<file path="src/rtl/uart_result_serializer.sv">
// uart_result_serializer: buffers result words and streams them LSB-byte-first to a UART transmitter
module uart_result_serializer #(
   parameter int         DATA_W      = 16,
   parameter int         FIFO_DEPTH  = 8,
   parameter int         FRAME_WORDS = 16,
   parameter bit         HDR_EN      = 1'b1,
   parameter logic [7:0] HDR_BYTE    = 8'hA5
) (
   input  logic                          clk,
   input  logic                          rst_n,
   input  logic [DATA_W-1:0]             in_data,
   input  logic                          in_valid,
   output logic                          in_ready,
   input  logic                          frame_sync,
   output logic [7:0]                    tx_byte,
   output logic                          tx_send,
   input  logic                          tx_done,
   output logic                          busy,
   output logic [$clog2(FIFO_DEPTH):0]   fifo_level
);
   localparam int AW = $clog2(FIFO_DEPTH);
   localparam int NB = DATA_W / 8;
   localparam int BW = (NB > 1) ? $clog2(NB) : 1;
   localparam int CW = $clog2(FRAME_WORDS + 1);
   typedef enum logic [1:0] {IDLE, HDR, SEND, WAIT} state_t;
   state_t              state_q;
   logic [DATA_W-1:0]   mem_q [FIFO_DEPTH];
   logic [AW-1:0]       wr_q, rd_q;
   logic [AW:0]         cnt_q, cnt_d;
   logic [DATA_W-1:0]   shift_q;
   logic [BW-1:0]       idx_q;
   logic [CW-1:0]       wcnt_q;
   logic                sync_q, hdr_q, tx_send_q;
   logic [7:0]          tx_byte_q;
   logic                push, pop, sync_any;
   assign in_ready   = cnt_q != (AW+1)'(FIFO_DEPTH);
   assign push       = in_valid && in_ready;
   assign pop        = (state_q == IDLE) && (cnt_q != '0);
   assign cnt_d      = cnt_q + {{AW{1'b0}}, push} - {{AW{1'b0}}, pop};
   assign sync_any   = sync_q || frame_sync;
   assign tx_byte    = tx_byte_q;
   assign tx_send    = tx_send_q;
   assign busy       = (state_q != IDLE) || (cnt_q != '0);
   assign fifo_level = cnt_q;
   // word storage; contents need no reset since the pointers define validity
   always_ff @(posedge clk)
      if (push) mem_q[wr_q] <= in_data;
   // FIFO pointers and occupancy
   always_ff @(posedge clk or negedge rst_n)
      if (!rst_n) begin
         wr_q  <= '0;
         rd_q  <= '0;
         cnt_q <= '0;
      end else begin
         if (push) wr_q <= wr_q + 1'b1;
         if (pop) rd_q <= rd_q + 1'b1;
         cnt_q <= cnt_d;
      end
   // byte sequencer: HDR/SEND raise tx_send for one cycle, WAIT holds the byte until tx_done;
   // a done seen while tx_send is still high belongs to an older byte and is ignored
   always_ff @(posedge clk or negedge rst_n)
      if (!rst_n) begin
         state_q   <= IDLE;
         shift_q   <= '0;
         idx_q     <= '0;
         wcnt_q    <= '0;
         sync_q    <= 1'b0;
         hdr_q     <= 1'b0;
         tx_byte_q <= 8'h00;
         tx_send_q <= 1'b0;
      end else begin
         tx_send_q <= 1'b0;
         if (frame_sync) sync_q <= 1'b1;
         case (state_q)
            IDLE: begin
               if (sync_any) begin
                  wcnt_q <= '0;
                  sync_q <= 1'b0;
               end
               if (pop) begin
                  shift_q <= mem_q[rd_q];
                  idx_q   <= '0;
                  if (HDR_EN && (wcnt_q == '0 || sync_any)) begin
                     tx_byte_q <= HDR_BYTE;
                     hdr_q     <= 1'b1;
                     state_q   <= HDR;
                  end else begin
                     tx_byte_q <= mem_q[rd_q][7:0];
                     state_q   <= SEND;
                  end
               end
            end
            HDR, SEND: begin
               tx_send_q <= 1'b1;
               state_q   <= WAIT;
            end
            WAIT: if (tx_done && !tx_send_q) begin
               if (hdr_q) begin
                  hdr_q     <= 1'b0;
                  tx_byte_q <= shift_q[7:0];
                  state_q   <= SEND;
               end else if (idx_q != BW'(NB - 1)) begin
                  shift_q   <= shift_q >> 8;
                  idx_q     <= idx_q + 1'b1;
                  tx_byte_q <= 8'(shift_q >> 8);
                  state_q   <= SEND;
               end else begin
                  wcnt_q  <= (sync_any || wcnt_q == CW'(FRAME_WORDS - 1)) ? '0 : wcnt_q + 1'b1;
                  sync_q  <= 1'b0;
                  state_q <= IDLE;
               end
            end
         endcase
      end
endmodule
</file>
<file path="config.mk">
export PLATFORM = sky130hd
export DESIGN_NAME = uart_result_serializer
export DESIGN_NICKNAME = d
export VERILOG_FILES = /design/src/rtl/uart_result_serializer.sv
export SDC_FILE = /design/constraint.sdc
export NUM_CORES = 1
export LEC_CHECK = 0
export ABC_AREA = 1
export BUFFER_PORTS_ARGS = -buffer_cell sky130_fd_sc_hd__buf_2
export CAP_MARGIN = 20
export CORE_MARGIN = 5
export CORE_UTILIZATION = 48
export CTS_CLUSTER_SIZE = 14
export DETAILED_ROUTE_END_ITERATION = 8
export GPL_ROUTABILITY_DRIVEN = 0
export PLACE_DENSITY = 0.66
export REMOVE_ABC_BUFFERS = 1
export SLEW_MARGIN = 15
export SYNTH_ARGS = -nofsm -noshare
export SYNTH_HDL_FRONTEND = slang
export SYNTH_SLANG_ARGS = --single-unit
</file>
<file path="constraint.sdc">
create_clock -name clk -period 2.1 [get_ports clk]
set_clock_uncertainty 0.15 [all_clocks]
set_input_delay 0.105 -clock clk [delete_from_list [all_inputs] [get_ports clk]]
set_output_delay 0.105 -clock clk [all_outputs]
set_load 0.05 [all_outputs]
</file>
==> flow_metrics.tcl, run 1 <==
set metrics [dict create \
    slowest_delay_ns 0.40 \
    htreeDepth 4 \
    cp-start-kind "register" \
    viasPerCell 5.310 \
    detail-route-antenna-nets 0 \
    vdd_drop_max_mv 0.7625 \
    syn_area_per_cell_um2 10.71 \
    die_h_um 134.4 \
    drive_gt1_share_pct 17.71 \
    path_class "reg2reg" \
    drtPass1Iterations 6 \
    synthCells 693 \
    cts_buffers 17 \
    path_cells "inv_2 -> ha_2 -> nand3_2 -> nand2_2 -> inv_2 -> ha_1 -> inv_2 -> ha_4 -> fa_2 -> xor2_1" \
    yosysTopAreaCell "edfxtp_1" \
    grt_max_degree 46 \
    fin_crit_ns 2.070 \
    timing.final.crit_share_pct 98.55 \
    worst_slew_pin_slew_ns 0.6735 \
    grt_pass1_wl_um 27120 \
    cts.path.max_buffers 2 \
    io_pins 36 \
    syn_area_mm2 0.007422 \
    port_buffers 35 \
    critical_path.top_delay_family "adder cells" \
    finalPower_mw 13.73 \
    area_delta_synth_final_pct 20.58 \
    synth.distinct_cells 32 \
    drtIter0Drc 449 \
    post-route-drc-count 0 \
    grt_pass1_vias 5251 \
    hp-class "in2reg" \
    end_kind "register" \
    pre_cts_ws_ns -0.1706 \
    finalHoldViolCount 0 \
    core_mm2 0.01520 \
    synth_seq_cells 173 \
    maxSlewViolCount 0 \
    layout_setup_ws_ns 0.03041 \
    critical_path.max_fanout 3 \
    antenna_found_initial 0 \
    critPathBufInv 3 \
    dp_cells 926 \
    track_usage_pct 19.40 \
    cp_common_cell "inv_2" \
    timing.fmax_ghz 0.4832 \
    worstSkewPairLatency_ns 0.43 \
    leakagePower_nw 3.705 \
    final.setup.tns_ns 0 \
    nets 820 \
    rows 45 \
    overflow 0 \
    stdcell_count 984 \
    synth_async_sr_flop_share_pct 26.01 \
    clock-root-buffer "clkbuf_16" \
    via_count 5225 \
    setup_viol 0 \
    holdPathStages 5 \
    cts_sinks 173 \
    relSlewSlack_pct 55.10 \
    ys.flop_type "edfxtp_1" \
    initial_core_util_pct 48.82 \
    path_depth 10 \
    grt_setup_unrepaired "yes" \
    status "finished, final reports clean" \
    ff2ff_path_depth 10 \
    wirelength_um 16600 \
    pwr_density_cell_mw_per_mm2 1534 \
    dieArea_mm2 0.01805 \
    routedWlPerCell_um 16.87 \
    seq_area_frac_synth_pct 66.96 \
    dpl.hpwl_um 10770 \
    fillers 1255 \
    whs_ns 0.06485 \
    synth-edff-count 128 \
    synth.area.top_cells "edfxtp_1 52%, dfrtp_1 15%, nand2_1 6.4%" \
    tritoncts "done" \
    synth_top_area_share_pct 51.79 \
    cap_violations 0 \
    synth_warnings 0 \
    die_w_um 134.4 \
    clk_pin_slew_ns 0.06 \
    num_antenna_cells 0 \
    worst_ep_required_time_ns 2.27 \
    slowest_stage "dfrtp_1" \
    critPathArrivalTime_ns 2.24 \
]
-- per-stage QoR --
step                      utilization (%)  instance area, um^2
final                               58.87                 8950
after CTS                           58.26                 8857
after global routing                58.87                 8950
after detailed placement            52.54                 7988
after global placement              52.54                 7988
after floorplan                         -                 7281
-- registers in the layout, indices dropped and copies added (netlist names) --
signal      cells
fifo_level      4
hdr_q           1
idx_q           1
mem_q         128
rd_q            3
shift_q        16
state_q         2
sync_q          1
tx_byte         8
tx_send         1
wcnt_q          5
wr_q            3
-- cell type report --
type,count,area [um^2],area share (%)
clock buffers,18,429.2,4.795
clock inverters,13,166.4,1.859
inverters,70,265.3,2.964
multi-input cells,424,2118,23.67
flip-flops and latches,173,4971,55.54
well taps,188,235.2,2.628
repair buffers,98,764.5,8.542
-- placed cells by master (no fill, tap or decap), types with 11 or more instances in the layout --
| cell type | instances |
|---|---|
| nand2_1 | 124 |
| inv_1 | 61 |
| buf_6 | 11 |
| ha_1 | 12 |
| dfrtp_1 | 44 |
| nor2_1 | 104 |
| clkbuf_16 | 17 |
| o22ai_1 | 28 |
| buf_4 | 30 |
| o21ai_0 | 51 |
| a21oi_1 | 18 |
| buf_2 | 35 |
| dlygate4sd3_1 | 20 |
| nand3_1 | 42 |
| edfxtp_1 | 128 |
-- report_power, final --
group	switching [mW]	leakage (nW)	internal, mW
Sequential	0.367	1.69	4.48
Combinational	3.82	1.73	1.89
Clock	1.30	0.278	1.87
-- worst paths after layout --
kind	start	endpoint	slack (ns)
min in group asynchronous	rst_n	fifo_level[1]	0.10
worst max register to register	fifo_level[2]	fifo_level[2]	0.03
worst min register to register	shift_q[11]	shift_q[11]	0.33
worst max-delay path	fifo_level[2]	fifo_level[2]	0.03
worst min-delay path	tx_done	state_q[1]	0.06
max in group asynchronous	rst_n	rd_q[0]	1.09
-- cell usage after synthesis, types with 2 or more instances --
library cell,count
a21oi_1,18
inv_1,64
nand3_1,44
dfrtp_1,45
nor2_4,2
nand4_1,5
ha_1,14
nand2_2,4
buf_2,17
xor2_1,5
o22ai_1,28
buf_4,4
nor2_1,112
clkbuf_1,4
inv_2,4
o21ai_0,51
nand2_1,127
edfxtp_1,128
o21ai_1,4
-- metal layers --
metal	share of wire [%]	up-vias	track usage [%]
li1	-	2523	-
met1	45	2507	26.65
met2	47	167	30.53
met5	0	-	0
met3	6.3	28	4.764
met4	1.7	0	6.448
-- worst reg2reg max path, cell delays in order, from the launching register on --
cell	delay (ns)
dfrtp_1	0.40
inv_2	0.08
ha_2	0.18
nand3_2	0.08
nand2_2	0.08
inv_2	0.04
ha_1	0.28
inv_2	0.04
ha_4	0.15
fa_2	0.33
xor2_1	0.14
-- logic make-up after synthesis --
group | share of synthesized area [%]
and+or+nand+nor | 16.55
DFF | 66.96
AOI/OAI and AO/OA | 7.670
buffers and inverters | 5.479
adders and majority gates | 2.630
xor gates and xnor gates | 0.7080
-- timing repair --
| item | CTS | global route |
|---|---|---|
| hold buffers | 20 | 0 |
| pin swaps | 1 | 3 |
| gates resized for setup | 7 | 30 |
| cloned | 0 | 1 |
| setup buffers | 7 | 0 |
| endpoints found under the setup margin | 54 | 122 |
| endpoints found under the hold margin | 159 | 0 |
No activity file was read; power rests on OpenSTA's default activity.
==> run 2, diff against run 1 <==
Settings changed: BUFFER_PORTS_ARGS -buffer_cell sky130_fd_sc_hd__buf_2 to default, DONT_BUFFER_PORTS from default to 1, PLACE_DENSITY 0.66 to 0.64.
==> flow_metrics.tcl, run 2 (synthesis gave the netlist of run 1 again) <==
set metrics [dict create \
    critical_path.top_delay_family "adder cells" \
    largest_reg_flops 128 \
    end_kind "register" \
    num_antenna_cells 0 \
    drive_gt1_share_pct 12.43 \
    dieArea_mm2 0.01805 \
    tritoncts "done" \
    cap_violations 0 \
    grt_max_degree 66 \
    rows 45 \
    cp-start-kind "register" \
    clock-root-buffer "clkbuf_16" \
    maxSlewViolCount 0 \
    final-seq-area_mm2 0.004971 \
    top_register "mem_q" \
    critPathArrivalTime_ns 2.21 \
    io_pins 36 \
    port_buffers 0 \
    wirelength_um 16270 \
    cts_buffers 17 \
    drtPass1Iterations 5 \
    worstSkewPairLatency_ns 0.43 \
    path_class "reg2reg" \
    crit_start "fifo_level[2]" \
    cp_common_cell "inv_1" \
    antenna_found_initial 0 \
    relSlewSlack_pct 64.57 \
    critical_path.max_fanout 3 \
    grt_pass1_wl_um 26530 \
    via_count 5020 \
    worst_ep_required_time_ns 2.27 \
    pre_cts_ws_ns -0.07395 \
    layout_setup_ws_ns 0.05887 \
    r2r_end "fifo_level[2]" \
    finalHoldViolCount 0 \
    die_h_um 134.4 \
    layout_commonest_cell "edfxtp_1" \
    core_mm2 0.01520 \
    grt_pass1_vias 5167 \
    leakagePower_nw 3.562 \
    path_depth 10 \
    track_usage_pct 19.07 \
    die_w_um 134.4 \
    setup_viol 0 \
    overflow 0 \
    final_util_pct 57.60 \
    multiInputGateArea_mm2 0.002098 \
    slowest_stage "dfrtp_1" \
    nets 779 \
    htreeDepth 4 \
    cts.path.max_buffers 2 \
    slowest_delay_ns 0.39 \
    dpl.hpwl_um 9866 \
    timing.final.crit_share_pct 97.20 \
    detail-route-antenna-nets 0 \
    endpoint "fifo_level[2]" \
    vdd_drop_max_mv 0.8122 \
    path_cells "inv_2 -> ha_4 -> nand3_2 -> nand2_2 -> inv_1 -> ha_1 -> inv_1 -> ha_2 -> fa_2 -> xor2_1" \
    r2r_start "fifo_level[2]" \
    worst_slew_pin_slew_ns 0.5314 \
    final_cell_mix "128 x edfxtp_1, 126 x nand2_1, 108 x nor2_1, 61 x inv_1, 51 x o21ai_0" \
    fin_crit_ns 2.041 \
    timing.fmax_ghz 0.4899 \
    fillers 1257 \
    viasPerCell 5.318 \
    r2r_slack_ns 0.06 \
    initial_core_util_pct 48.82 \
    ff2ff_path_depth 10 \
    area_delta_synth_final_pct 17.99 \
    post-route-drc-count 0 \
    status "finished, final reports clean" \
    cts_sinks 173 \
    routedWlPerCell_um 17.23 \
    clk_pin_slew_ns 0.07 \
    hp-class "in2async" \
    grt_setup_unrepaired "yes" \
    pwr_density_cell_mw_per_mm2 1532 \
    critPathBufInv 3 \
    finalPower_mw 13.42 \
    drtIter0Drc 314 \
]
==> run 2: stage by stage <==
step | TNS [ns] | instances | instance area (um^2) | hold slack, ns
floorplan | -149.95 | 667 | 7281 | -0.3406
global placement | -0.01203 | 885 | 7868 | -0.3391
detailed placement | -0.4376 | 885 | 7868 | -0.3392
CTS | 0 | 942 | 8695 | 0.01893
global route | -0.02968 | 944 | 8757 | 0.03647
finish | 0 | 944 | 8757 | 0.02527
==> run 2: area by class of cell <==
type	instances	share of cell area [%]
tap	188	2.686
inverter	70	3.029
clock buffer	18	4.901
timing repair buffer	57	7.144
sequential	173	56.77
multi-input combinational	424	23.96
clock inverter	14	1.514
==> run 2: worst min path at each step <==
| stage | slack (ns) | startpoint | endpoint | cells after the start |
|---|---|---|---|---|
| 6_report | 0.03 | rst_n | wcnt_q[3] | 2 |
| 5_1_grt | 0.04 | rst_n | wcnt_q[0] | 2 |
| 4_1_cts | 0.02 | rst_n | fifo_level[1] | 2 |
| 3_5_place_dp | -0.34 | rst_n | fifo_level[1] | 0 |
| 3_3_place_gp | -0.34 | rst_n | fifo_level[1] | 0 |
| 2_1_floorplan | -0.34 | rst_n | fifo_level[0] | 0 |
==> run 2: where the power goes <==
group	switching [mW]	internal, mW	leakage [nW]
combinational	3.57	1.84	1.59
sequential	0.530	4.47	1.69
clock	1.35	1.65	0.274
total	5.45	7.97	3.56
==> run 2: repair_timing <==
action | in CTS | in global routing
setup buffers | 3 | 2
hold buffers | 22 | 0
endpoints found under the setup margin | 66 | 66
resized for setup | 3 | 14
pin swaps | 1 | 1
endpoints found under the hold margin | 184 | 0
gates cloned | 0 | 0
==> run 2: metal layers <==
metal,vias up,wire [um],GRT usage (%)
met5,-,0,0
met2,132,8001,31.28
met4,0,263,6.222
met3,29,837,4.914
met1,2412,7164,24.98
li1,2447,-,-
==> run 3, diff against run 2 <==
Settings changed: MAX_ROUTING_LAYER from default to met4.
==> flow_metrics.tcl, run 3 (synthesis gave the netlist of run 1 again) <==
set metrics [dict create \
    largest_reg_flops 128 \
    clk_pin_slew_ns 0.07 \
    routedWlPerCell_um 17.17 \
    clock-root-buffer "clkbuf_16" \
    final-seq-area_mm2 0.004971 \
    end_kind "register" \
    layout_setup_ws_ns 0.05883 \
    r2r_slack_ns 0.06 \
    wirelength_um 16210 \
    track_usage_pct 19.64 \
    finalHoldViolCount 0 \
    cp_common_cell "inv_1" \
    area_delta_synth_final_pct 17.99 \
    critPathBufInv 3 \
    nets 779 \
    via_count 4992 \
    timing.fmax_ghz 0.4899 \
    initial_core_util_pct 48.82 \
    path_cells "inv_2 -> ha_4 -> nand3_2 -> nand2_2 -> inv_1 -> ha_1 -> inv_1 -> ha_2 -> fa_2 -> xor2_1" \
    critPathArrivalTime_ns 2.21 \
    layout_commonest_cell "edfxtp_1" \
    pre_cts_ws_ns -0.07395 \
    maxSlewViolCount 0 \
    hp-class "in2async" \
    dieArea_mm2 0.01805 \
    pwr_density_cell_mw_per_mm2 1531 \
    antenna_found_initial 0 \
    drtPass1Iterations 5 \
    die_w_um 134.4 \
    fin_crit_ns 2.041 \
    critical_path.max_fanout 3 \
    path_class "reg2reg" \
    status "finished, final reports clean" \
    overflow 0 \
    cts_sinks 173 \
    dp_cells 885 \
    r2r_start "fifo_level[2]" \
    slowest_stage "dfrtp_1" \
    crit_start "fifo_level[2]" \
    port_buffers 0 \
    fillers 1257 \
    drive_gt1_share_pct 12.43 \
    grt_pass1_vias 5173 \
    detail-route-antenna-nets 0 \
    die_h_um 134.4 \
    vdd_drop_max_mv 0.8113 \
    top_register "mem_q" \
    leakagePower_nw 3.562 \
    post-route-drc-count 0 \
    num_antenna_cells 0 \
    drtIter0Drc 339 \
    grt_setup_unrepaired "yes" \
    io_pins 36 \
    core_mm2 0.01520 \
    cts_buffers 17 \
    setup_viol 0 \
    dpl.hpwl_um 9866 \
    multiInputGateArea_mm2 0.002098 \
    htreeDepth 4 \
    grt_pass1_wl_um 26500 \
    tritoncts "done" \
    rows 45 \
    worst_slew_pin_slew_ns 0.5314 \
    cp-start-kind "register" \
    cap_violations 0 \
    relSlewSlack_pct 64.57 \
    cts.path.max_buffers 2 \
    slowest_delay_ns 0.39 \
    stdcell_count 944 \
    final_cell_mix "128 x edfxtp_1, 126 x nand2_1, 108 x nor2_1, 61 x inv_1, 51 x o21ai_0" \
    finalPower_mw 13.41 \
    critical_path.top_delay_family "adder cells" \
    timing.final.crit_share_pct 97.20 \
    viasPerCell 5.288 \
    worst_ep_required_time_ns 2.27 \
    grt_max_degree 66 \
    worstSkewPairLatency_ns 0.43 \
]
==> run 3: worst register-to-register path: stages, from the launching register on <==
cell	delay (ns)
dfrtp_1	0.39
inv_2	0.10
ha_4	0.14
nand3_2	0.07
nand2_2	0.07
inv_1	0.06
ha_1	0.27
inv_1	0.04
ha_2	0.17
fa_2	0.33
xor2_1	0.14
==> run 3: layer usage <==
layer  routed length [um]  up-vias  global-route usage [%]
met2                 8020      108                   31.23
met1                 7160     2409                   25.05
met5                    0        -                       -
met4                  272        0                   6.222
li1                     -     2447                       -
met3                  753       28                   4.839
==> run 3: cell type report <==
| type | instances | share of cell area (%) |
|---|---|---|
| inverter | 70 | 3.029 |
| tap | 188 | 2.686 |
| multi-input combinational | 424 | 23.96 |
| clock buffer | 18 | 4.901 |
| sequential | 173 | 56.77 |
| clock inverter | 14 | 1.514 |
| timing repair buffer | 57 | 7.144 |
==> run 3: path summary, 6_finish.rpt <==
path / end / depth (start not counted)
min in group clk: shift_q[14] / 2
setup reg to reg: fifo_level[2] / 10
hold reg to reg: shift_q[14] / 2
hold / removal: wcnt_q[3] / 2
max in group asynchronous: rd_q[0] / 2
setup / recovery: fifo_level[2] / 10
==> run 3: per-stage QoR <==
step           hold slack (ns)  setup TNS [ns]  util (%)  instance area [um^2]
2_1_floorplan          -0.3406         -149.95         -                  7281
3_3_place_gp           -0.3391        -0.01203     51.75                  7868
3_5_place_dp           -0.3392         -0.4376     51.75                  7868
4_1_cts                0.01893               0     57.19                  8695
5_1_grt                0.03646        -0.02974     57.60                  8757
6_report               0.02511               0     57.60                  8757
==> run 3: power by group <==
group          internal [mW]  switching (mW)  leakage [nW]  total (mW)
Combinational           1.84            3.56          1.59        5.40
Sequential              4.47           0.529          1.69        5.00
Clock                   1.65            1.34         0.274        3.00
==> run 3: timing repair <==
| item | CTS | global route |
|---|---|---|
| pin swaps | 1 | 1 |
| setup buffers | 3 | 2 |
| hold buffers | 22 | 0 |
| endpoints found under the hold margin | 184 | 0 |
| endpoints found under the setup margin | 66 | 66 |
| gates resized for setup | 3 | 14 |
